==> config.mk <==
export PLATFORM = sky130hd
export DESIGN_NAME = mem_port_arbiter
export DESIGN_NICKNAME = d
export VERILOG_FILES = /design/src/rtl/mem_port_arbiter.sv
export SDC_FILE = /design/constraint.sdc
export NUM_CORES = 1
export LEC_CHECK = 0
export CAP_MARGIN = 40
export CORE_UTILIZATION = 36
export CTS_CLUSTER_DIAMETER = 80
export CTS_CLUSTER_SIZE = 40
export DETAILED_ROUTE_END_ITERATION = 6
export PLACE_DENSITY = 0.87
export SYNTH_ARGS = -nofsm -noshare
export SYNTH_HDL_FRONTEND = slang
export SYNTH_SLANG_ARGS = --single-unit
==> constraint.sdc <==
create_clock -name clk -period 4.4 [get_ports clk]
set_clock_uncertainty 0.15 [all_clocks]
set_input_delay 0.44 -clock clk [delete_from_list [all_inputs] [get_ports clk]]
set_output_delay 0.44 -clock clk [all_outputs]
set_load 0.005 [all_outputs]
==> src/rtl/mem_port_arbiter.sv <==
// Shares one registered physical memory port between the IF fetch port and the MEM data port.
// Optional MEM_ARB_ROUND_ROBIN_EN: alternate grants under contention instead of data-side priority.
module mem_port_arbiter #(
    parameter int ADDR_W = 16,
    parameter int DATA_W = 16,
    parameter int MASK_W = 2
) (
    input  logic              clk,
    input  logic              reset,
    input  logic              i_read,
    input  logic [ADDR_W-1:0] i_addr,
    output logic              i_resp,
    output logic [DATA_W-1:0] i_rdata,
    input  logic              d_read,
    input  logic              d_write,
    input  logic [MASK_W-1:0] d_byte_enable,
    input  logic [ADDR_W-1:0] d_addr,
    input  logic [DATA_W-1:0] d_wdata,
    output logic              d_resp,
    output logic [DATA_W-1:0] d_rdata,
    output logic              pmem_read,
    output logic              pmem_write,
    output logic [MASK_W-1:0] pmem_byte_enable,
    output logic [ADDR_W-1:0] pmem_addr,
    output logic [DATA_W-1:0] pmem_wdata,
    input  logic              pmem_resp,
    input  logic [DATA_W-1:0] pmem_rdata
);

    typedef enum logic [1:0] {
        IDLE   = 2'd0,
        BUSY_I = 2'd1,
        BUSY_D = 2'd2
    } state_e;

    state_e              state_q, state_d;
    logic                pmem_read_q, pmem_read_d;
    logic                pmem_write_q, pmem_write_d;
    logic [MASK_W-1:0]   pmem_be_q, pmem_be_d;
    logic [ADDR_W-1:0]   pmem_addr_q, pmem_addr_d;
    logic [DATA_W-1:0]   pmem_wdata_q, pmem_wdata_d;
    logic                i_resp_d, d_resp_d;
    logic                d_req, pick_d;

`ifdef MEM_ARB_ROUND_ROBIN_EN
    localparam logic GRANT_I = 1'b0;
    localparam logic GRANT_D = 1'b1;
    logic last_grant_q, last_grant_d;
`endif

    assign d_req = d_read | d_write;

`ifdef MEM_ARB_ROUND_ROBIN_EN
    // Under contention the side that was not served last wins.
    assign pick_d = d_req && (!i_read || (last_grant_q != GRANT_D));
`else
    assign pick_d = d_req;
`endif

    always_comb begin
        state_d      = state_q;
        pmem_read_d  = pmem_read_q;
        pmem_write_d = pmem_write_q;
        pmem_be_d    = pmem_be_q;
        pmem_addr_d  = pmem_addr_q;
        pmem_wdata_d = pmem_wdata_q;
        i_resp_d     = 1'b0;
        d_resp_d     = 1'b0;
`ifdef MEM_ARB_ROUND_ROBIN_EN
        last_grant_d = last_grant_q;
`endif
        case (state_q)
            IDLE: begin
                if (pick_d) begin
                    // A simultaneous read and write is treated as a write.
                    state_d      = BUSY_D;
                    pmem_read_d  = ~d_write;
                    pmem_write_d = d_write;
                    pmem_be_d    = d_write ? d_byte_enable : {MASK_W{1'b1}};
                    pmem_addr_d  = d_addr;
                    pmem_wdata_d = d_wdata;
                end else if (i_read) begin
                    state_d      = BUSY_I;
                    pmem_read_d  = 1'b1;
                    pmem_write_d = 1'b0;
                    pmem_be_d    = {MASK_W{1'b1}};
                    pmem_addr_d  = i_addr;
                end
            end
            BUSY_I: begin
                if (pmem_resp) begin
                    i_resp_d     = ~reset;
                    state_d      = IDLE;
                    pmem_read_d  = 1'b0;
                    pmem_write_d = 1'b0;
`ifdef MEM_ARB_ROUND_ROBIN_EN
                    last_grant_d = GRANT_I;
`endif
                end
            end
            BUSY_D: begin
                if (pmem_resp) begin
                    d_resp_d     = ~reset;
                    state_d      = IDLE;
                    pmem_read_d  = 1'b0;
                    pmem_write_d = 1'b0;
`ifdef MEM_ARB_ROUND_ROBIN_EN
                    last_grant_d = GRANT_D;
`endif
                end
            end
            default: begin
                state_d      = IDLE;
                pmem_read_d  = 1'b0;
                pmem_write_d = 1'b0;
            end
        endcase
    end

    always_ff @(posedge clk) begin
        if (reset) begin
            state_q      <= IDLE;
            pmem_read_q  <= 1'b0;
            pmem_write_q <= 1'b0;
            pmem_be_q    <= '0;
            pmem_addr_q  <= '0;
            pmem_wdata_q <= '0;
`ifdef MEM_ARB_ROUND_ROBIN_EN
            last_grant_q <= GRANT_I;
`endif
        end else begin
            state_q      <= state_d;
            pmem_read_q  <= pmem_read_d;
            pmem_write_q <= pmem_write_d;
            pmem_be_q    <= pmem_be_d;
            pmem_addr_q  <= pmem_addr_d;
            pmem_wdata_q <= pmem_wdata_d;
`ifdef MEM_ARB_ROUND_ROBIN_EN
            last_grant_q <= last_grant_d;
`endif
        end
    end

    assign i_resp           = i_resp_d;
    assign d_resp           = d_resp_d;
    assign i_rdata          = pmem_rdata;
    assign d_rdata          = pmem_rdata;
    assign pmem_read        = pmem_read_q;
    assign pmem_write       = pmem_write_q;
    assign pmem_byte_enable = pmem_be_q;
    assign pmem_addr        = pmem_addr_q;
    assign pmem_wdata       = pmem_wdata_q;

    a_no_read_and_write: assert property (@(posedge clk) disable iff (reset) !(d_read && d_write));

endmodule
==> flow_metrics.py <==
metrics = {
    "run_status": {
        "status": "complete, no violations",
    },
    "route": {
        "wl_um": 4573,
        "dr.pass1.iters": 4,
        "ant_nets": 0,
        "wl_per_cell_um": 12.81,
        "routed_via_density": 4.748,
        "drc": 0,
        "drtIter0Drc": 94,
        "vias": 1695,
    },
    "layout": {
        "drive_gt1_frac": 0.04483,
        "antenna_cells": 0,
        "final_nets": 364,
        "area_growth_pct": 45.52,
        "final_core_util": 0.5522,
        "design_area_um2": 2660,
    },
    "clock_network": {
        "cts_made_buffers": 5,
        "cts_root_buffer": "clkbuf_8",
        "postCtsResizedCells": 0,
        "cts_tree": "done",
        "htree_levels": 2,
        "ctsHoldBuffers": 0,
        "post_cts_buffers": 0,
        "clk_path_buf_depth": 2,
        "clk_latency_ps": 280,
        "clock_sinks": 38,
        "path_clk_slew_ps": 70,
    },
    "logic_synthesis": {
        "syn_area_per_cell_um2": 7.879,
        "ys_seq_elements": 38,
        "synth_cell_type_count": 22,
        "yosys_most_used_dff": "dfxtp_1",
        "syn-num-nets": 307,
        "synth_area_um2": 1828,
        "synth.area.top_cells": "dfxtp_1 (42%), buf_4 (14%), nand2_1 (10%)",
        "ys_seq_area_frac": 0.4162,
        "synth_edf_count": 0,
        "synth_warnings": 0,
        "synth_top_area_share": 0.4162,
        "async_reset_ff_frac": 0,
        "yosysTopAreaCell": "dfxtp_1",
        "syn_inst": 232,
    },
    "floorplan": {
        "std_cell_rows": 25,
        "fp.dieH_um": 73.26,
        "dieArea_um2": 5367,
        "start_util": 0.3795,
        "pin_count": 142,
        "coreArea_um2": 4817,
        "die_w_um": 73.26,
    },
    "sta": {
        "fin_tns_setup_ps": 0,
        "rsz0062_at_grt": "false",
        "max_freq_mhz": 391.8,
        "worst_slew_margin_rel": 0.5225,
        "fin_crit_sh": 0.5800,
        "finalHoldViolations": 0,
        "tightest_slew_ps": 715.5,
        "setup_ws_ps": 1848,
        "setup_violations": 0,
        "min_period_ps": 2552,
        "drv_slew": 0,
    },
    "setup_path": {
        "critPathSlowestCell": "clkdlybuf4s50_1",
        "path_max_fanout": 40,
        "worstSetupEndpointType": "output pin",
        "path_class": "in2out",
        "required_ps": 3810,
        "path_cells": "clkdlybuf4s50_1 > buf_4 > and3b_1 > clkdlybuf4s50_1",
        "startpoint_type": "input pin",
        "cp-startpoint": "reset",
        "rrSetupSlack_ps": 2300,
        "r2r_start": "state_q[0]",
        "r2r-end": "pmem_addr[12]",
        "path_common_cell": "clkdlybuf4s50_1",
        "worstPathArrival_ps": 1960,
        "max_stage_delay_ps": 460,
        "rr_worst_depth": 6,
    },
    "hold_path": {
        "hp-class": "reg2reg",
        "hold_path.startpoint": "pmem_wdata[13]",
        "holdPathEnd": "pmem_wdata[13]",
        "hold_path_depth": 2,
    },
    "global_routing": {
        "grt_pass1_wl_um": 7314,
        "grt_antenna_before_repair": 0,
        "grt_max_degree": 41,
        "track_usage": 0.1800,
        "grt_overflow": 0,
        "grt_pass1_vias": 1668,
    },
    "pwr": {
        "ir_worst_vdd_mv": 0.1692,
        "leakagePower_nw": 0.9953,
        "powerDensity_nw_per_um2": 345.8,
    },
    "placement": {
        "dp_hpwl_um": 3251,
        "placed_area_um2": 2569,
        "place.gp.congestion": 0.7486,
        "dpl_worst_slack_ps": 1854,
        "port_buffers": 93,
    },
    "job": {
        "max_cap_violations": 0,
    },
}
## cells by family after synthesis
group / count (synthesis) / share of synthesized area
fa+ha+maj: 3 / 0.02054
flops: 38 / 0.4162
simple gates: 81 / 0.1828
buf+inv: 51 / 0.1807
compound gates: 59 / 0.1999
## synth_stat cells (3+ instances only)
cell / n
buf_4: 35
ha_1: 3
nor2_1: 20
buf_2: 6
nor3_1: 3
o21ai_0: 19
dfxtp_1: 38
clkbuf_1: 7
nand2_1: 50
a311oi_1: 16
a21oi_1: 20
inv_1: 3
## metal layers
layer / track usage / share of wire
met5: 0 / 0
met4: 0.08715 / 0.014
met3: 0.06722 / 0.096
met2: 0.2942 / 0.45
met1: 0.2070 / 0.44
## cells in the final DEF, fill, tap and decap left out
cell type,synthesis,layout
dfxtp_1,38,38
nor4b_1,1,1
o21ai_1,1,1
o21a_1,1,1
and3b_1,2,2
nor2b_1,1,1
nand3_1,1,1
clkinv_2,0,1
buf_4,35,4
clkbuf_8,0,6
clkbuf_1,7,1
a311oi_1,16,16
nand2_1,50,50
nor2_1,20,20
buf_8,0,1
a221oi_1,1,1
nor2_2,1,1
ha_1,3,3
inv_1,3,3
nand2b_1,2,2
o31a_1,1,1
clkdlybuf4s50_1,0,93
o21ai_0,19,19
nor3_1,3,3
a21oi_1,20,20
## where the power goes
group | total (mW) | internal [mW] | switching (mW)
sequential | 0.408 | 0.387 | 0.0212
clock | 0.243 | 0.126 | 0.116
combinational | 0.269 | 0.157 | 0.112
total | 0.920 | 0.670 | 0.249
## worst max path at each step
stage / to / slack (ps) / cells after the start
after floorplan: pmem_addr[14] / 2820 / 7
after global placement: pmem_addr[1] / 1780 / 5
after detailed placement: d_resp / 1850 / 4
after CTS: d_resp / 1850 / 4
after global routing: i_resp / 1780 / 4
final: d_resp / 1850 / 4
## sequential cells by signal (all words and copies together) (netlist names)
name and flops:
pmem_addr 16, state_q 2, pmem_byte_enable 2, pmem_read 1, pmem_wdata 16, pmem_write 1
## layout make-up
type | instances | area (um^2)
Timing Repair Buffer | 98 | 975.9
Inverter | 3 | 11.26
Clock buffer | 7 | 86.33
Fill cell | 458 | 2157
Clock inverter | 1 | 5.005
Sequential cell | 38 | 760.7
Multi-Input combinational cell | 143 | 737.0
Tap cell | 67 | 83.83
## per-stage QoR
step	power, mW	hold slack (ps)	std cells
CTS	0.9339	307.6	357
floorplan	0.5552	302.7	232
finish	0.9199	304.2	357
global route	0.9784	325.4	357
global placement	0.6724	291.8	347
detailed placement	0.6866	297.0	349
## critical path: cells and delay by family
family | cells | cell delay (ps)
AND/OR/NAND/NOR | 1 | 230
buffers and inverters | 3 | 1280
Power figures use the tool's default switching activity.
